<file path="src/rtl/abc_input_conditioner.sv">
// Three-channel synchronise + debounce front end for the LED detector.
// Optional rise/fall edge buses are enabled with macro ABC_COND_EDGE_EN.
module abc_cond_lane #(
  parameter int SYNC_STAGES     = 2,
  parameter int DEBOUNCE_CYCLES = 50000,
  parameter int CNT_W           = 16
) (
  input  logic clk,
  input  logic rst,
  input  logic raw,
  output logic level,
  output logic commit,
  output logic idle
);
  typedef enum logic {STABLE, PENDING} state_t;
  localparam logic [CNT_W-1:0] CNT_MAX = CNT_W'(DEBOUNCE_CYCLES - 1);

  logic [SYNC_STAGES-1:0] sync;
  logic [CNT_W-1:0]       cnt, cnt_nxt;
  logic                   level_nxt, s;
  state_t                 state;

  always_ff @(posedge clk or posedge rst) begin
    if (rst) sync <= '0;
    else     sync <= {sync[SYNC_STAGES-2:0], raw};
  end

  assign s = sync[SYNC_STAGES-1];

  // Stable vs pending is implied by the synchronised level disagreeing with the output.
  always_comb begin
    state     = (s != level) ? PENDING : STABLE;
    cnt_nxt   = '0;
    level_nxt = level;
    commit    = 1'b0;
    case (state)
      STABLE: cnt_nxt = '0;
      PENDING: begin
        if (cnt == CNT_MAX) begin
          commit    = 1'b1;
          level_nxt = s;
          cnt_nxt   = '0;
        end else begin
          cnt_nxt = cnt + CNT_W'(1);
        end
      end
      default: cnt_nxt = '0;
    endcase
    idle = (state == STABLE) && (cnt == '0);
  end

  always_ff @(posedge clk or posedge rst) begin
    if (rst) begin
      cnt   <= '0;
      level <= 1'b0;
    end else begin
      cnt   <= cnt_nxt;
      level <= level_nxt;
    end
  end
endmodule

module abc_input_conditioner #(
  parameter int SYNC_STAGES     = 2,
  parameter int DEBOUNCE_CYCLES = 50000,
  parameter int CNT_W           = 16
) (
  input  logic       clk,
  input  logic       rst,
  input  logic       raw_a,
  input  logic       raw_b,
  input  logic       raw_c,
  output logic       A,
  output logic       B,
  output logic       C,
  output logic       settled,
`ifdef ABC_COND_EDGE_EN
  output logic [2:0] rise,
  output logic [2:0] fall,
`endif
  output logic       changed
);
  localparam int NUM_LANES = 3;

  logic [NUM_LANES-1:0] raw, lvl, commit, idle, last;

  assign raw = {raw_a, raw_b, raw_c};
  assign {A, B, C} = lvl;

  for (genvar i = 0; i < NUM_LANES; i++) begin : g_lane
    abc_cond_lane #(
      .SYNC_STAGES(SYNC_STAGES), .DEBOUNCE_CYCLES(DEBOUNCE_CYCLES), .CNT_W(CNT_W)
    ) u_lane (
      .clk(clk), .rst(rst), .raw(raw[i]),
      .level(lvl[i]), .commit(commit[i]), .idle(idle[i])
    );
  end

  // Status pulses trail the level update by one cycle: compare against last cycle's levels.
  always_ff @(posedge clk or posedge rst) begin
    if (rst) begin
      last    <= '0;
      changed <= 1'b0;
      settled <= 1'b1;
    end else begin
      last    <= lvl;
      changed <= |(lvl ^ last);
      settled <= &idle;
    end
  end

`ifdef ABC_COND_EDGE_EN
  always_ff @(posedge clk or posedge rst) begin
    if (rst) begin
      rise <= '0;
      fall <= '0;
    end else begin
      rise <= lvl & ~last;
      fall <= ~lvl & last;
    end
  end
`endif

  logic unused;
  assign unused = ^commit;
endmodule
</file>
<file path="config.mk">
export PLATFORM = sky130hd
export DESIGN_NAME = abc_input_conditioner
export DESIGN_NICKNAME = d
export VERILOG_FILES = /design/src/rtl/abc_input_conditioner.sv
export SDC_FILE = /design/constraint.sdc
export NUM_CORES = 1
export LEC_CHECK = 0
export CAP_MARGIN = 20
export CORE_UTILIZATION = 54
export CTS_CLUSTER_DIAMETER = 80
export DETAILED_ROUTE_END_ITERATION = 7
export HOLD_SLACK_MARGIN = 0.08
export PLACE_DENSITY = 0.71
export SLEW_MARGIN = 20
export SYNTH_ARGS = -nofsm -noshare
export SYNTH_HDL_FRONTEND = slang
export SYNTH_HIERARCHICAL = 1
export SYNTH_SLANG_ARGS = --single-unit
</file>
<file path="constraint.sdc">
create_clock -name clk -period 2 [get_ports clk]
set_input_delay 0.2 -clock clk [delete_from_list [all_inputs] [get_ports clk]]
set_output_delay 0.2 -clock clk [all_outputs]
set_load 0.05 [all_outputs]
</file>
[Yosys cells after proc, flatten, opt, wreduce, memory -nomap -nowiden]
Cells that the tools add are included.
Word-level totals
  flip-flop bits (word level): 62
  latch bits: 0
  RAM bits: 0
  ROM bits: 0
  bits of input ports: 5
  output and inout port bits: 5
  word-level logic and storage cells: 45
  memories kept: 0
Operators by class
  add/sub/neg operators: 3
  $mul: 0
  divide/modulo/power cells: 0
  order comparisons: 0
  equal/unequal tests: 6
  shift-type cells: 0
  multiplexer cells: 9
  bitwise logic cells: 4
  reductions and logical operators: 11
Operators with widths (count)
  $pmux 16 s2: 3
  $add 16x1->16 const B: 3
  $eq 16x16->1 const B: 3
  $logic_not 16->1: 3
  $mux 16: 3
  $reduce_and 2->1: 3
  $logic_and 1x1->1: 3
  $mux 1: 3
  $ne 1x1->1: 3
  $not 1->1: 3
  $reduce_and 3->1: 1
  $reduce_or 3->1: 1
  $xor 3x3->3: 1

[Depth between registers and ports, before layout]
Gate-level depths: netlist of run 1.
  word-level depth: 5
  gate-level depth with buffers: 6
  mapped depth without buffers: 6

[Hierarchy]
The synthesis of run 1 kept the hierarchy.
By module, submodules not included
  abc_cond_lane at g_lane[1].u_lane ...: times used 2, cells each 97, area each 1017.2 µm², seq. area each 475.5 µm²
  abc_cond_lane at g_lane[0].u_lane: times used 1, cells each 97, area each 1014.7 µm², seq. area each 475.5 µm²
  abc_input_conditioner: times used 1, cells each 11, area each 167.7 µm², seq. area each 126.4 µm²

[Worst setup path after synthesis of run 1]
No wires, ideal clock.
  path kind: register to register
  start point: reg g_lane[0].u_lane.cnt[0]
  end point: reg g_lane[0].u_lane.level
  setup time: 0.125 ns
  arrival: 1.333 ns
  data required time: 1.875 ns
  slack: 0.543 ns
  stages on the path, launching flop included: 5
  buffers on the path: 0
  period minus slack after synthesis: 1.457 ns
  cell sequence: dfrtp_1 > ha_1 > and4_1 > nand4_1 > mux2_2
Between the ends
  longest elaborated chain between the ends: 2
RTL lines
  from (decl): line 19  | logic [CNT_W-1:0] cnt, cnt_nxt;
  from (signal assigned): line 57  | cnt <= cnt_nxt;
  $eq 16x16->1: line 39  | if (cnt == CNT_MAX) begin
  $reduce_and 2->1 (no line)
  to (signal assigned): line 58  | level <= level_nxt;
  to (decl): line 11  | output logic level,
Every way passes these cells.
A chain may end at the register's enable or synchronous reset.

[Worst setup path in the final report of run 1]
  start point: reg settled
  end point: out settled
RTL lines
  from (decl): line 76  | output logic settled,
  from (signal assigned): line 108  | settled <= &idle;
No word-level cell between the ends.

==> results_dict.tcl, run 1 <==
set metrics [dict create \
    regArea_sq_um 1550 \
    max-clock-path-buffers 2 \
    wl_met2_mm 2.53 \
    final_area_sq_um 3510 \
    fin_nets 325 \
    clkPwrFrac_pct 39.1 \
    place_hpwl_mm 3.97 \
    path_max_fanout 1 \
    rsz0062_at_grt "no" \
    crit_buf_inv 1 \
    area_growth_pct 9.41 \
    crit_slowest_cell "clkdlybuf4s50_1" \
    slew-limit-headroom_pct 65.9 \
    ir_worst_vdd_mv 0.527 \
    cts_sinks 62 \
    fmax_ghz 0.535 \
    nFillCells 466 \
    antenna_left 0 \
    grt_max_degree 20 \
    insertion_delay_ps 330 \
    ys_warn_count 6 \
    p_sw_share_pct 24.6 \
    grt_use_total_pct 22.3 \
    die-width_um 79.0 \
    dpl_cell_area_sq_um 3350 \
    cts_root_buf "clkbuf_8" \
    hold_buffers 0 \
    worst_pin_slew_ps 510 \
    dieArea_sq_um 6250 \
    post-route-min-period_ps 1870 \
    critPathMaxStageDelay_ps 790 \
    clk_pin_slew_ps 70 \
    start_kind "register" \
    drtPass1Iterations 4 \
    final_util_pct 62.5 \
    drv_cap 0 \
    placed_cells 375 \
    drcViolationCount 0 \
    wl_per_cell_um 14.7 \
    r2r-end "g_lane[0].u_lane/cnt[13]" \
    vias 2136 \
    worstPathRequired_ps 1800 \
    vias_per_cell 5.48 \
    htree_levels 3 \
    seqPwrFrac_pct 56.1 \
    cts_tree "yes" \
    clock_skew_ps 8.92 \
    netlist_instances 299 \
    antenna_cells 0 \
    critPathKind "register to output port" \
    antenna_found_initial 0 \
    drive_above_1_share_pct 17.9 \
    cts_setup_buffers 0 \
    maxUsedRoutingLayer "met4" \
    hp-class "input pin to asynchronous set/reset pin" \
    crit_family "buffers and inverters" \
    first_global_vias 2228 \
    hold_viol 0 \
    multiInputGateArea_sq_um 1520 \
    routed_wl_mm 5.74 \
    r2r_start "g_lane[0].u_lane/cnt[0]" \
    cts_resized 0 \
    rows 27 \
    drv_slew 0 \
    syn_avg_cell_area_sq_um 10.7 \
    fin_crit_sh_pct 93.4 \
    crit_cells 1 \
    syn_area_sq_um 3210 \
    setup_tns_ps 0 \
    critPathCaptureType "output port" \
    r2r_cells 5 \
    status "finished, final reports clean" \
    p_sw_mw 0.570 \
    port_buffers 9 \
    r2r_setup_slack_ps 420 \
    cp_data_arrival_time_ps 1670 \
    grt-ovfl-total 0 \
    p_leak_nw 1.49 \
    comb_power_share_pct 4.9 \
    syn_nets 310 \
    p_per_area_nw_per_um2 662 \
    p_int_mw 1.75 \
    die_h_um 79.0 \
    drt-met1-wl_mm 2.90 \
    grt_pass1_wl_mm 10.6 \
    design.core.area_sq_um 5610 \
    drtIter0Drc 81 \
    numCtsBuffers 9 \
    gp_congestion 0.792 \
    pin_count 10 \
    crit_chain "clkdlybuf4s50_1" \
    dr_wl_met3_um 171 \
    final-instance-count-excl-fill 390 \
    start_util_pct 57.2 \
    setup_viol 0 \
]
-- flip-flops by register name, summed over array words and instances (netlist names) --
signal               count
g_lane.u_lane/sync       6
last                     3
changed                  1
g_lane.u_lane/level      3
settled                  1
g_lane.u_lane/cnt       48
-- metal layers --
metal  vias to the layer above  global-route usage, %
li1                       1054                      -
met1                      1036                   31.8
met4                         0                   11.3
met3                        16                   5.40
met2                        30                   31.6
met5                         -                      0
-- layout make-up --
type                            count  area share [%]
Clock buffer                       10            3.64
Inverter                           19            2.03
Tap cell                           72            2.57
Clock inverter                      5           0.785
Timing Repair Buffer               13            3.42
Sequential cell                    62            44.3
Multi-Input combinational cell    209            43.3
-- worst max-delay path by stage --
stage | from | end | slack (ps)
after detailed placement | g_lane[0].u_lane/cnt[0] | g_lane[0].u_lane/cnt[12] | 430
final | settled | settled | 130
after global routing | g_lane[0].u_lane/level | C | 90
after CTS | settled | settled | 130
after global placement | g_lane[2].u_lane/cnt[0] | g_lane[2].u_lane/cnt[8] | 450
after floorplan | g_lane[0].u_lane/cnt[0] | g_lane[0].u_lane/level | 570
-- cell usage in the layout, fill, tap and decap left out, types with 5 or more instances in the layout --
cell type	count
and3_1	6
and4_1	6
clkbuf_8	9
clkdlybuf4s50_1	9
dfrtp_1	61
ha_1	6
inv_1	19
nand2_1	9
nand3_1	14
nand4_1	12
nand4_2	5
nor2_1	53
nor3_1	8
nor4_2	19
xnor2_1	39
xor2_1	9
-- power by group through the flow --
stage | Clock, mW | Sequential [mW] | Combinational [mW]
after floorplan | 0 | 1.32 | 0.0825
after global placement | 0 | 1.32 | 0.112
after detailed placement | 0 | 1.32 | 0.115
after CTS | 0.927 | 1.30 | 0.116
after global routing | 0.987 | 1.30 | 0.134
final | 0.907 | 1.30 | 0.113
-- metrics by stage --
stage / hold slack [ps] / setup slack (ps) / total power [mW]
floorplan: -22.2 / 565 / 1.40
global placement: 332 / 452 / 1.44
detailed placement: 335 / 432 / 1.44
CTS: 189 / 126 / 2.34
global route: 206 / 87.1 / 2.43
finish: 187 / 132 / 2.32
(Power assumes the default switching activity.)
==> inputs of run 2 (changes only) <==
Settings changed: CORE_MARGIN set to 2.
==> run 2 against run 1 <==
Clock-buffer cell count is the same. Utilization fell by 0.19 points. Die area is 5.1% higher. Highest routed layer unchanged. Critical path depth is the same. Hold slack got worse by 56 ps. First-iteration DRC count increased by 27%. Global-route usage fell by 2.1 points. Worst setup slack gained 2.9 ps. Maximum frequency grew 0.16%.
==> results_dict.tcl, run 2 (synthesized netlist as in run 1, its figures left out) <==
set metrics [dict create \
    final_common_cell "dfrtp_1" \
    numCtsBuffers 9 \
    insertion_delay_ps 340 \
    top_register "g_lane.u_lane/cnt" \
    pin_count 10 \
    fin_nets 325 \
    grt-ovfl-total 0 \
    post-route-min-period_ps 1860 \
    fin_crit_sh_pct 93.2 \
    cts_sinks 62 \
    crit_buf_inv 1 \
    design.core.area_sq_um 5820 \
    fmax_ghz 0.536 \
    crit_chain "clkdlybuf4s50_1" \
    clock_skew_ps 8.46 \
    vias_per_cell 5.49 \
    largest_reg_flops 48 \
    worst_pin_slew_ps 496 \
    cts_tree "yes" \
    placed_cells 378 \
    grt_use_total_pct 20.2 \
    path_max_fanout 1 \
    place_hpwl_mm 3.93 \
    gp_congestion 0.812 \
    rows 28 \
    htree_levels 3 \
    cp_data_arrival_time_ps 1660 \
    final-instance-count-excl-fill 394 \
    drv_slew 0 \
    grt_pass1_wl_mm 10.2 \
    hold_viol 0 \
    start_kind "register" \
    critPathKind "register to output port" \
    max-clock-path-buffers 2 \
    rsz0062_at_grt "no" \
    area_growth_pct 13.1 \
    p_total_mw 2.89 \
    crit_family "buffers and inverters" \
    die_h_um 81.0 \
    drtPass1Iterations 4 \
    top_regs "g_lane.u_lane/cnt x48, g_lane.u_lane/sync x6" \
    cts_resized 0 \
    vias 2162 \
    setup_viol 0 \
    cts_root_buf "clkbuf_8" \
    first_global_vias 2216 \
    setup_tns_ps 0 \
    p_leak_nw 1.54 \
    ir_worst_vdd_mv 0.499 \
    routed_wl_mm 5.74 \
    crit_slowest_cell "clkdlybuf4s50_1" \
    drtIter0Drc 103 \
    port_buffers 9 \
    p_per_area_nw_per_um2 798 \
    critPathMaxStageDelay_ps 790 \
    antenna_cells 0 \
    start_util_pct 55.1 \
    wl_per_cell_um 14.6 \
    final_util_pct 62.3 \
    worstPathRequired_ps 1800 \
    hold_buffers 0 \
    cts_setup_buffers 0 \
    drcViolationCount 0 \
    antenna_found_initial 0 \
    drive_above_1_share_pct 18.5 \
    hp-class "input pin to asynchronous set/reset pin" \
    critPathCaptureType "output port" \
    grt_max_degree 20 \
    drv_cap 0 \
    clk_pin_slew_ps 70 \
    status "finished, final reports clean" \
    dieArea_sq_um 6570 \
    holdWs_ps 131 \
    die-width_um 81.0 \
    antenna_left 0 \
    final_cell_mix "dfrtp_1 (61), nor2_1 (53), xnor2_1 (39)" \
    slew-limit-headroom_pct 66.8 \
]
[run 2: changes by cell type in the layout (fill, tap and decap cells not counted)]
cell       delta
clkbuf_1      -1
bufinv_16     +4
clkinv_2      -3
clkbuf_8      +1
[run 2: final timing paths]
kind | start | end | slack, ps | cells after the start
min in group clk | raw_c | g_lane[0].u_lane/sync[0] | 300 | 1
max in group asynchronous | rst | g_lane[0].u_lane/cnt[4] | 1450 | 3
min reg2reg | g_lane[2].u_lane/sync[0] | g_lane[2].u_lane/sync[1] | 350 | 0
max reg2reg | g_lane[0].u_lane/cnt[0] | g_lane[0].u_lane/cnt[4] | 340 | 5
max | settled | settled | 140 | 1
min | rst | g_lane[0].u_lane/sync[0] | 130 | 2
[run 2: per-layer routing]
metal  global-route usage [%]  share of wire [%]  wire length [um]
met3                     4.44                2.5               141
met4                     8.31                1.3                75
met5                        0                  0                 0
met2                     33.8                 51              2920
met1                     25.4                 45              2600
[run 2: power breakdown]
part | switching, mW | internal (mW)
sequential | 0.0262 | 1.28
combinational | 0.0704 | 0.0432
clock | 0.492 | 0.986
[run 2: cell type report]
| cell class | instances | area [sq um] |
|---|---|---|
| timing repair buffer | 13 | 120 |
| clock inverter | 6 | 133 |
| clock buffer | 10 | 138 |
| sequential | 62 | 1550 |
| inverter | 19 | 71.3 |
| fill | 475 | 2190 |
| multi-input combinational | 209 | 1520 |
| tap | 75 | 93.8 |
[run 2: through the flow]
stage          cell area [sq um]  setup WS, ps
6_report                    3630           135
3_3_place_gp                3360           434
3_5_place_dp                3360           407
5_1_grt                     3630          90.4
4_1_cts                     3630           126
2_1_floorplan               3210           565
